[src/rtl/cpu_pkg.sv]
// Shared CPU definitions: fetch sequencer states, opcode constants and
// instruction-byte field positions used by the fetch stage and the decoder.
package cpu_pkg;

    typedef enum logic [2:0] {
        S_IDLE,
        S_FETCH,
        S_DECODE,
        S_EXEC,
        S_JUMP,
        S_HALT
    } state_e;

    localparam logic [7:0] DEF_HALT_OP = 8'hFF;
    localparam logic [1:0] JMP_PREFIX  = 2'b11;

    // Decoder select lives in A[2:0]; instruction class in [7:6]
    localparam int SEL_MSB   = 2;
    localparam int SEL_LSB   = 0;
    localparam int CLASS_MSB = 7;
    localparam int CLASS_LSB = 6;

    function automatic logic is_jump_op(input logic [7:0] op);
        return op[CLASS_MSB:CLASS_LSB] == JMP_PREFIX;
    endfunction

endpackage

[src/rtl/pc_counter.sv]
// Program counter: synchronous reset to RESET_PC, absolute load for jumps,
// and modulo-2^ADDR_W increment. o_pc_next exposes the value after this edge.
module pc_counter #(
    parameter int                ADDR_W   = 8,
    parameter logic [ADDR_W-1:0] RESET_PC = '0
) (
    input  logic              clk,
    input  logic              rst_n,
    input  logic              i_load,
    input  logic [ADDR_W-1:0] i_load_val,
    input  logic              i_inc,
    output logic [ADDR_W-1:0] o_pc,
    output logic [ADDR_W-1:0] o_pc_next
);

    logic [ADDR_W-1:0] r_pc;

    // Load has priority; the two are never requested together by the sequencer
    always_comb begin
        o_pc_next = r_pc;
        if (i_load) begin
            o_pc_next = i_load_val;
        end else if (i_inc) begin
            o_pc_next = r_pc + ADDR_W'(1);
        end
    end

    always_ff @(posedge clk) begin
        if (!rst_n) begin
            r_pc <= RESET_PC;
        end else begin
            r_pc <= o_pc_next;
        end
    end

    assign o_pc = r_pc;

endmodule

[src/rtl/instr_fetch_seq.sv]
// Fetch/sequence stage ahead of the 3-to-8 decoder: fetches bytes over req/ack,
// strobes each plain opcode to the decoder for one cycle, handles JUMP and HALT.
module instr_fetch_seq
    import cpu_pkg::*;
#(
    parameter int                ADDR_W   = 8,
    parameter logic [ADDR_W-1:0] RESET_PC = '0,
    parameter logic [7:0]        HALT_OP  = DEF_HALT_OP
) (
    input  logic              clk,
    input  logic              rst_n,
    input  logic              run,
    output logic              mem_req,
    output logic [ADDR_W-1:0] mem_addr,
    input  logic              mem_ack,
    input  logic [7:0]        mem_rdata,
    output logic [7:0]        dec_a,
    output logic              dec_disable,
    output logic [ADDR_W-1:0] pc,
    output logic              halted
);

    state_e            r_state;
    logic [7:0]        r_ir;
    logic [7:0]        r_dec_a;
    logic              r_dec_disable;
    logic              r_mem_req;
    logic [ADDR_W-1:0] r_mem_addr;
    logic              r_halted;

    logic              w_fetch_ack;
    logic              w_jump_ack;
    logic [ADDR_W-1:0] w_jump_target;
    logic [ADDR_W-1:0] w_pc;
    logic [ADDR_W-1:0] w_pc_next;

    // Ack only counts in the two requesting states
    assign w_fetch_ack   = (r_state == S_FETCH) && mem_ack;
    assign w_jump_ack    = (r_state == S_JUMP) && mem_ack;
    assign w_jump_target = ADDR_W'(mem_rdata);

    pc_counter #(
        .ADDR_W   (ADDR_W),
        .RESET_PC (RESET_PC)
    ) u_pc (
        .clk        (clk),
        .rst_n      (rst_n),
        .i_load     (w_jump_ack),
        .i_load_val (w_jump_target),
        .i_inc      (w_fetch_ack),
        .o_pc       (w_pc),
        .o_pc_next  (w_pc_next)
    );

    always_ff @(posedge clk) begin
        if (!rst_n) begin
            r_state       <= S_IDLE;
            r_ir          <= '0;
            r_dec_a       <= '0;
            r_dec_disable <= 1'b1;
            r_mem_req     <= 1'b0;
            r_mem_addr    <= '0;
            r_halted      <= 1'b0;
        end else begin
            r_dec_disable <= 1'b1;
            case (r_state)
                S_IDLE: begin
                    if (run) begin
                        r_state    <= S_FETCH;
                        r_mem_req  <= 1'b1;
                        r_mem_addr <= w_pc_next;
                    end
                end
                S_FETCH: begin
                    if (mem_ack) begin
                        r_ir      <= mem_rdata;
                        r_mem_req <= 1'b0;
                        r_state   <= S_DECODE;
                    end
                end
                S_DECODE: begin
                    if (r_ir == HALT_OP) begin
                        r_state  <= S_HALT;
                        r_halted <= 1'b1;
                    end else if (is_jump_op(r_ir)) begin
                        r_state    <= S_JUMP;
                        r_mem_req  <= 1'b1;
                        r_mem_addr <= w_pc_next;
                    end else begin
                        r_state       <= S_EXEC;
                        r_dec_a       <= r_ir;
                        r_dec_disable <= 1'b0;
                    end
                end
                S_EXEC: begin
                    if (run) begin
                        r_state    <= S_FETCH;
                        r_mem_req  <= 1'b1;
                        r_mem_addr <= w_pc_next;
                    end else begin
                        r_state <= S_IDLE;
                    end
                end
                S_JUMP: begin
                    // Operand becomes the new PC; request stays up if fetching resumes
                    if (mem_ack) begin
                        if (run) begin
                            r_state    <= S_FETCH;
                            r_mem_addr <= w_pc_next;
                        end else begin
                            r_state   <= S_IDLE;
                            r_mem_req <= 1'b0;
                        end
                    end
                end
                S_HALT: begin
                    r_mem_req <= 1'b0;
                end
                default: begin
                    r_state   <= S_IDLE;
                    r_mem_req <= 1'b0;
                end
            endcase
        end
    end

    assign mem_req     = r_mem_req;
    assign mem_addr    = r_mem_addr;
    assign dec_a       = r_dec_a;
    assign dec_disable = r_dec_disable;
    assign pc          = w_pc;
    assign halted      = r_halted;

endmodule

[config.mk]
export PLATFORM = sky130hd
export DESIGN_NAME = instr_fetch_seq
export DESIGN_NICKNAME = d
export VERILOG_FILES = /design/src/rtl/cpu_pkg.sv /design/src/rtl/pc_counter.sv /design/src/rtl/instr_fetch_seq.sv
export SDC_FILE = /design/constraint.sdc
export NUM_CORES = 1
export LEC_CHECK = 0
export BUFFER_PORTS_ARGS = -buffer_cell sky130_fd_sc_hd__buf_4
export CAP_MARGIN = 20
export CORE_UTILIZATION = 54
export CTS_BUF_LIST = sky130_fd_sc_hd__clkbuf_4 sky130_fd_sc_hd__clkbuf_8
export CTS_CLUSTER_SIZE = 28
export DETAILED_ROUTE_END_ITERATION = 10
export GPL_ROUTABILITY_DRIVEN = 0
export HOLD_SLACK_MARGIN = 0.06
export PLACE_DENSITY = 0.79
export SLEW_MARGIN = 15
export SYNTH_ARGS = -nofsm -noshare
export SYNTH_HDL_FRONTEND = slang
export SYNTH_SLANG_ARGS = --single-unit
[constraint.sdc]
create_clock -name clk -period 5.2 [get_ports clk]
set_input_delay 1.04 -clock clk [delete_from_list [all_inputs] [get_ports clk]]
set_output_delay 1.04 -clock clk [all_outputs]
set_load 0.02 [all_outputs]
==> results.yml, run 1 <==
cts:
  cts_hold_buffers: 0
  cts_made_buffers: 5
  cts.path.max_buffers: 2
  cts_tree: "built"
  clock-sinks: 38
  cts_root_buf: "clkbuf_4"
  clkLatencyLatePin_ns: 0.34
  clk_pin_slew_worst_paths_ns: 0.10
  post-cts-setup-buffer-count: 0
  cts_max_level: 2
  ctsResizeCount: 0
final_layout:
  layout-drive-gt1-share_pct: 24.7
  area_delta_synth_final_pct: 16.7
  multiInputGateArea_um2: 986
  antennaDiodeCount: 0
  layout_common_cells: "buf_4 (39), dfxtp_1 (38), nand2_1 (32)"
  fin_nets: 261
  mostFrequentLayoutCell: "buf_4"
  postLayoutCoreUtil_pct: 68.8
  final-seq-area_um2: 761
  fill_cells: 285
timing:
  fin_worst_skew_ns: 0.0122
  setup_viol: 0
  tightest_slew_ns: 0.646
  period_share_pct: 48.7
  relSlewSlack_pct: 56.7
  fmax_mhz: 395
  fin_setup_tns_ns: 0
  finalHoldViolCount: 0
  min_period_ns: 2.53
  maxSlewViolCount: 0
  rsz0062_at_grt: "false"
pwr:
  swShare_pct: 34.0
  ir_worst_vdd_uv: 179
  cellLeakagePower_nw: 0.854
  p_int_mw: 0.474
  p_sw_mw: 0.244
  comb_power_share_pct: 28.3
  power_density_nw_per_um2: 331
  p_seq_share_pct: 50.8
  clkPwrFrac_pct: 20.9
  total_power_mw: 0.718
placed_design:
  io_buffers: 38
  place_hpwl_um: 2920
floorplanning:
  die_y_um: 60.7
  io_pins: 39
  die_x_um: 60.7
  fp-row-count: 20
  fp.dieArea_um2: 3680
  core_area_um2: 3150
  start_util_pct: 58.9
routing:
  drc: 0
  dr.pass1.iters: 4
  detail-route-antenna-nets: 0
  drt_iter0_drc: 180
  via_count: 1737
  vias_per_cell: 5.97
  avgRoutedWirePerCell_um: 14.5
  wl_um: 4210
status:
  status: "complete, no violations"
grt:
  grt_antenna_before_repair: 0
  grt-ovfl-total: 0
  grt_max_degree: 24
  grt_pass1_wl_um: 6710
  gr-usage-all-layers_pct: 24.7
  grt_pass1_vias: 1469
hold_path:
  min_from: "dec_a[2]"
  hold_path.class: "flop to flop"
synthesis:
  synthArstFlopShare_pct: 0
  synth-seq-cells: 38
  synth_edf_count: 0
  synth_flop_cell: "dfxtp_1"
  synth.net_count: 233
  avgSynthCellArea_um2: 8.45
  synth_cells: 220
  yosysSeqAreaShare_pct: 40.9
  synth_warnings: 0
  synth_cell_types: 47
  syn_area_um2: 1860
job:
  maxCapViolCount: 0
critical_path:
  r2r_end: "mem_addr[6]"
  ff2ff_setup_slack_ns: 2.68
  critPathLaunch: "mem_ack"
  crit_type: "primary input to flop"
  cp_max_fo: 17
  crit_required_ns: 5.47
  start_kind: "primary input"
  reg2reg_depth: 4
  endpoint: "mem_addr[6]"
  worstPathArrival_ns: 2.80
  r2r-start: "r_state[0]"
  cp-end-kind: "flop"
## Yosys cell counts (all sizes together) (3+ instances only)
master   n  share of area [%]
o21ai   11                3.2
nand3   10                2.7
mux2     6                3.6
nor4bb   4                2.2
nor2     9                1.8
or4      3                1.2
and2     8                2.7
a31o     3                1.4
o31ai    3                1.2
o211ai   3                1.8
a31oi    5                1.7
inv      6                1.2
nand4    5                1.7
dfxtp   38                 41
buf      8                2.8
a21oi   19                5.1
nand2   32                6.5
nor3     5                1.3
o221a    3                1.8
clkbuf  10                2.0
## worst min path at each step
| stage | end | cells past startpoint |
|---|---|---|
| after global placement | dec_a[4] | 2 |
| after floorplan | r_ir[3] | 2 |
| after global routing | dec_a[3] | 2 |
| after CTS | dec_a[4] | 2 |
| after detailed placement | dec_a[1] | 2 |
| final | dec_a[2] | 2 |
## state kept, by name, summed over array words and instances, names as in the netlist
signal       cells
r_state          3
mem_req          1
mem_addr         8
dec_disable      1
r_ir             8
u_pc.o_pc        8
dec_a            8
halted           1
## power by group through the flow
| stage | clock network [mW] | logic, mW | registers [mW] |
|---|---|---|---|
| floorplan | 0 | 0.143 | 0.371 |
| global placement | 0 | 0.200 | 0.370 |
| detailed placement | 0 | 0.202 | 0.370 |
| CTS | 0.155 | 0.203 | 0.363 |
| global route | 0.165 | 0.222 | 0.371 |
| finish | 0.150 | 0.203 | 0.365 |
## through the flow
step / area (um2) / hold slack [ns] / worst slack [ns] / std cells
CTS: 2170 / 0.474 / 2.66 / 291
global placement: 2120 / 0.452 / 2.36 / 285
global route: 2170 / 0.493 / 2.50 / 291
detailed placement: 2120 / 0.453 / 2.31 / 285
finish: 2170 / 0.467 / 2.67 / 291
floorplan: 1860 / 0.449 / 2.78 / 220
## area by class of cell
class                      count  area share (%)
multi-input combinational    158            45.5
timing repair buffer          39            13.5
sequential                    38            35.1
inverter                       6            1.04
tap                           44            2.54
clock buffer                   6            2.37
## layer usage
metal  track usage (%)  routed length, um
met2              36.4               1890
met4              9.42                 76
met3              5.76                318
met1              35.1               1930
met5                 0                  0
## critical path, stage by stage
cell and delay [ns]:
buf_4 0.14, nand4bb_1 0.53, or4_1 0.68, a31o_2 0.26, o211ai_2 0.14
## kinds of logic (layout without fill, tap and decap cells)
kind of cell | Yosys count | in the layout | share of synthesized area, %
simple gates | 87 | 87 | 25.0
flops | 38 | 38 | 40.9
mux | 8 | 8 | 4.71
compound gates | 62 | 62 | 22.7
buf+inv | 24 | 51 | 5.99
fa+ha+maj | 1 | 1 | 0.673
(Power assumes the default switching activity.)
==> run 2: changes to the inputs <==
ABC_AREA = 1   (was not set)
clock period = 2.5 ns   (was 5.2 ns; I/O delays follow)
==> run 2 against run 1 <==
Against the previous run: die area down 3.3%; largest cell class unchanged; synthesized cell count up 21%; routed wire length down 6.2%; clock-buffer cell count unchanged; first-iteration DRC count down 35%; largest power group unchanged; sequential share of layout area up 0.33 points; setup slack worse by 1.7 ns; via count about the same.
==> results.yml, run 2 <==
timing:
  fin_setup_tns_ns: 0
  tightest_slew_ns: 0.470
  whs_ns: 0.387
  fmax_mhz: 643
  period_share_pct: 62.2
  min_period_ns: 1.55
  finalHoldViolCount: 0
  setup_viol: 0
  rsz0062_at_grt: "false"
  relSlewSlack_pct: 68.6
  maxSlewViolCount: 0
  fin_worst_skew_ns: 0.0101
grt:
  gr-usage-all-layers_pct: 25.0
  grt_max_degree: 26
  gr-usage-met1_pct: 34.4
  grt_pass1_wl_um: 6620
  top_usage_layer: "met2"
  grt_util_met2_pct: 38.1
  grt_antenna_before_repair: 0
  gr-usage-met3_pct: 7.14
  grt_pass1_vias: 1498
  grt-ovfl-total: 0
routing:
  dr.pass1.iters: 4
  wl_um: 3950
  drc: 0
  avgRoutedWirePerCell_um: 11.3
  drt_iter0_drc: 117
  vias_per_cell: 4.97
  via_count: 1736
  detail-route-antenna-nets: 0
cts:
  cts_made_buffers: 5
  cts_root_buf: "clkbuf_4"
  post-cts-setup-buffer-count: 0
  cts_hold_buffers: 0
  ctsResizeCount: 0
  clk_pin_slew_worst_paths_ns: 0.11
  cts_tree: "built"
  cts_max_level: 2
  cts.path.max_buffers: 2
  clock-sinks: 38
  clkLatencyLatePin_ns: 0.35
floorplanning:
  start_util_pct: 57.9
  fp-row-count: 20
  core_area_um2: 3100
  die_x_um: 59.7
  fp.dieArea_um2: 3560
  io_pins: 39
  die_y_um: 59.7
hold_path:
  min_from: "mem_rdata[0]"
  holdPathEnd: "r_ir[0]"
  holdPathStages: 3
  hold_path.class: "primary input to flop"
critical_path:
  cp_slowest_cell: "dfxtp_1"
  crit_chain: "inv_1 > nand2_2 > clkinv_1 > nand2_2 > nand2_4 > inv_4 > nand3_1 > nand2_1 > inv_1"
  crit_required_ns: 2.76
  slowest_delay_ns: 0.51
  ff2ff_setup_slack_ns: 0.95
  r2r_end: "mem_addr[5]"
  cp_top_family: "simple AND/OR/NAND/NOR gates"
  reg2reg_depth: 9
  crit_type: "flop to flop"
  cp_max_fo: 9
  cp-end-kind: "flop"
  r2r-start: "r_state[0]"
  start_kind: "flop"
  cp_num_cells: 9
  crit_buf_inv: 4
  worstPathArrival_ns: 1.81
pwr:
  comb_power_share_pct: 40.6
  ir_worst_vdd_uv: 592
  clkPwrFrac_pct: 16.3
  cellLeakagePower_nw: 1.03
  p_seq_share_pct: 43.2
  total_power_mw: 1.93
  p_int_mw: 1.14
  p_sw_mw: 0.782
  swShare_pct: 40.6
  power_density_nw_per_um2: 896
synthesis:
  synth_flop_cell: "dfxtp_1"
  yosysTopAreaCellShare_pct: 42.4
  synthTopCellsByCount: "nand2_1 (62), nor2_1 (47), dfxtp_1 (38)"
  synth.net_count: 279
  synth_top_area_cell: "dfxtp_1"
  synth_warnings: 0
  synth_cells: 266
  synth_edf_count: 0
  synth_cell_types: 24
  synth_most_common_cell: "nand2_1"
  syn_area_um2: 1800
  synthArstFlopShare_pct: 0
  avgSynthCellArea_um2: 6.75
  yosysSeqAreaShare_pct: 42.4
  synthTopCellsByArea: "dfxtp_1 (42%), nand2_1 (13%), nor2_1 (9.8%)"
  synth-seq-cells: 38
final_layout:
  fill_cells: 300
  fin_nets: 318
  layout-drive-gt1-share_pct: 21.0
  final_area_um2: 2150
  area_delta_synth_final_pct: 19.7
  layout_common_cells: "nand2_1 (62), nor2_1 (47), dfxtp_1 (38), buf_4 (38), inv_1 (23)"
  antennaDiodeCount: 0
  mostFrequentLayoutCell: "nand2_1"
job:
  maxCapViolCount: 0
placed_design:
  dpl-instance-area_um2: 2100
  io_buffers: 38
  place_hpwl_um: 2870
status:
  status: "complete, no violations"
[run 2: metal layers]
| metal | part of all wire (%) | up-vias |
|---|---|---|
| met5 | 0 | - |
| met4 | 1.2 | 0 |
| met3 | 4.9 | 7 |
| met2 | 45 | 44 |
| met1 | 49 | 761 |
| li1 | - | 924 |
[run 2: worst reg2reg max path, delay by kind of cell (launching register included)]
kind                   cells  cell delay [ns]
DFF                        1             0.51
buffers and inverters      4             0.40
and+or+nand+nor            5             0.54
[run 2: kinds of logic (layout without fill, tap and decap cells)]
| group | count (synthesis) | count (layout) | synth area share, % |
|---|---|---|---|
| AOI/OAI and AO/OA | 45 | 45 | 12.7 |
| xor gates and xnor gates | 1 | 1 | 0.488 |
| buffers and inverters | 37 | 76 | 8.92 |
| adders and majority gates | 1 | 1 | 0.697 |
| DFF | 38 | 38 | 42.4 |
| and+or+nand+nor | 144 | 144 | 34.8 |
[run 2: final cells by class]
class	instances	area, um2	share of cell area, %
well taps	44	55.1	2.56
inverters	31	120	5.59
repair buffers	38	285	13.3
flip-flops and latches	38	761	35.4
clock buffers	6	45.0	2.10
clock inverters	1	7.51	0.349
multi-input cells	191	875	40.7
[run 2: worst max path at each step]
stage / startpoint / end / slack [ns]
after floorplan: u_pc.o_pc[0] / mem_addr[6] / 1.10
after global placement: mem_ack / mem_addr[5] / 0.96
after detailed placement: mem_ack / mem_addr[6] / 0.93
after CTS: r_state[0] / mem_addr[6] / 0.95
after global routing: r_state[0] / mem_addr[6] / 0.79
final: r_state[0] / mem_addr[5] / 0.95
[run 2: power by group through the flow]
stage | clock [mW] | sequential [mW] | combinational (mW)
after CTS | 0.321 | 0.831 | 0.783
after floorplan | 0 | 0.927 | 0.465
after global routing | 0.348 | 0.850 | 0.876
final | 0.314 | 0.831 | 0.781
after global placement | 0 | 0.843 | 0.770
after detailed placement | 0 | 0.843 | 0.779
[run 2: metrics by stage]
step           setup WS [ns]  cells  util (%)
6_report               0.946    349      69.2
5_1_grt                0.790    349      69.2
4_1_cts                0.950    349      69.2
3_5_place_dp           0.934    342      67.5
3_3_place_gp           0.963    342      67.5
2_1_floorplan           1.10    266         -
==> run 3: changes to the inputs <==
CORE_UTILIZATION = 50   (was 54)
PLACE_DENSITY = 0.77   (was 0.79)
clock period = 1.28 ns   (was 2.5 ns; I/O delays follow)
==> run 3 against run 2 <==
Against the previous run: the run now ends with setup timing left; setup slack lost 0.97 ns; critical path depth shrank 1; combinational power grew to 2.7 times the previous value; maximum frequency grew 20%; first-iteration DRC count grew 34%; die area grew 7.7%; clock-buffer cell count is the same; sequential cell count is the same; utilization grew 6.7 points; global-route usage grew 0.42 points; worst hold slack lost 0.24 ns; sequential power grew 100%.
==> results.yml, run 3 (same netlist as run 2, synthesis figures left out) <==
critical_path:
  cp_max_fo: 4
  crit_type: "flop to flop"
  crit_required_ns: 1.55
  start_kind: "flop"
  cp-end-kind: "flop"
  worstPathArrival_ns: 1.57
floorplanning:
  die_x_um: 61.9
  fp-row-count: 21
  core_area_um2: 3390
  io_pins: 39
  fp.dieArea_um2: 3830
  die_y_um: 61.9
  start_util_pct: 53.0
timing:
  maxSlewViolCount: 0
  fin_worst_skew_ns: 0.00695
  relSlewSlack_pct: 81.4
  setup_ws_ns: -0.0202
  rsz0062_at_grt: "true"
  period_share_pct: 102
  tightest_slew_ns: 0.278
  finalHoldViolCount: 0
  min_period_ns: 1.30
  fin_setup_tns_ns: -0.0723
  fmax_mhz: 769
  setup_viol: 8
final_layout:
  antennaDiodeCount: 0
  layout-drive-gt1-share_pct: 40.0
  area_delta_synth_final_pct: 43.3
  final_area_um2: 2570
  fin_nets: 342
  fill_cells: 257
  layout_common_cells: "nand2_1 (55), buf_4 (55), nor2_1 (42)"
  final-seq-area_um2: 785
  multiInputGateArea_um2: 1060
routing:
  vias_per_cell: 5.25
  dr.pass1.iters: 4
  via_count: 1975
  avgRoutedWirePerCell_um: 12.5
  drt_iter0_drc: 157
  wl_um: 4700
  drc: 0
  detail-route-antenna-nets: 0
placed_design:
  place_hpwl_um: 3250
  dpl-instance-area_um2: 2260
  io_buffers: 38
cts:
  cts.path.max_buffers: 2
  cts_tree: "built"
  clk_pin_slew_worst_paths_ns: 0.11
  clkLatencyLatePin_ns: 0.34
  cts_root_buf: "clkbuf_4"
  clock-sinks: 38
  cts_made_buffers: 5
  cts_max_level: 2
pwr:
  comb_power_share_pct: 47.7
  power_density_nw_per_um2: 1720
  p_int_mw: 2.62
  cellLeakagePower_nw: 1.20
  swShare_pct: 40.9
  p_seq_share_pct: 37.5
  clkPwrFrac_pct: 14.8
  ir_worst_vdd_uv: 1160
  p_sw_mw: 1.81
  total_power_mw: 4.43
grt:
  grt_pass1_wl_um: 7070
  grt_pass1_vias: 1588
  grt-ovfl-total: 0
  grt_max_degree: 19
  grt_antenna_before_repair: 0
  gr-usage-all-layers_pct: 25.4
status:
  violations: "setup timing"
  status: "finished with violations"
job:
  maxCapViolCount: 0
hold_path:
  hold_path.class: "primary input to flop"
-- run 3: changes by cell type in the layout (fill, tap and decap cells not counted), moves of 4 or more --
cell,delta
nand2_1,-7
dfxtp_1,-11
buf_4,+17
nand2_2,+6
dfxtp_2,+7
o21ai_2,+4
nand3_2,+8
dfxtp_4,+4
nand3_1,-10
buf_6,+5
nor2_1,-5
nor2_4,+4
-- run 3: stage by stage --
stage / hold WS [ns] / util [%] / cells / worst slack [ns]
after floorplan: 0.391 / - / 266 / 0.00884
after global placement: 0.455 / 66.8 / 365 / -0.0572
after detailed placement: 0.464 / 66.8 / 365 / -0.0791
after CTS: 0.144 / 69.5 / 374 / -0.0156
after global routing: 0.146 / 75.9 / 376 / -0.134
final: 0.151 / 75.9 / 376 / -0.0202
-- run 3: per-layer routing --
metal	GRT usage, %	up-vias	share of wire, %
met5	0	-	0
met4	8.57	0	2.1
met3	4.35	12	5.4
met2	38.9	75	47
met1	36.4	914	45
li1	-	974	-
-- run 3: worst max-delay path, cell delays in order (launching register included) --
cell,delay (ns)
dfxtp_4,0.38
inv_4,0.08
nand2_1,0.09
nor2_2,0.14
buf_4,0.14
nand2_1,0.06
nand3_2,0.11
o21ai_1,0.09
a21oi_2,0.15
-- run 3: worst paths after layout --
kind                                    from          to  slack, ns  cells past startpoint
worst max-delay path              r_state[1]  r_state[0]      -0.02                      8
worst min-delay path            mem_rdata[1]     r_ir[1]       0.15                      3
worst min register to register        halted      halted       0.49                      1
worst max register to register    r_state[1]  r_state[0]      -0.02                      8
-- run 3: layout make-up --
cell class / count / area share, %
clock buffers: 6 / 1.99
clock inverters: 2 / 0.486
inverters: 31 / 5.35
multi-input cells: 193 / 41.2
flip-flops and latches: 38 / 30.5
well taps: 46 / 2.24
repair buffers: 60 / 18.2
-- run 3: power groups by stage --
stage	clock network [mW]	logic (mW)	registers (mW)
after global placement	0	1.73	1.63
final	0.655	2.12	1.66
after detailed placement	0	1.75	1.63
after CTS	0.669	1.78	1.62
after global routing	0.721	2.32	1.70
after floorplan	0	0.909	1.82
-- run 3: repair_timing --
item / CTS / global route
buffers inserted: 0 / 1
resized for setup: 9 / 57
pin swaps: 2 / 14
gates cloned: 1 / 1
setup endpoints to repair: 16 / 26
hold buffers: 0 / 0
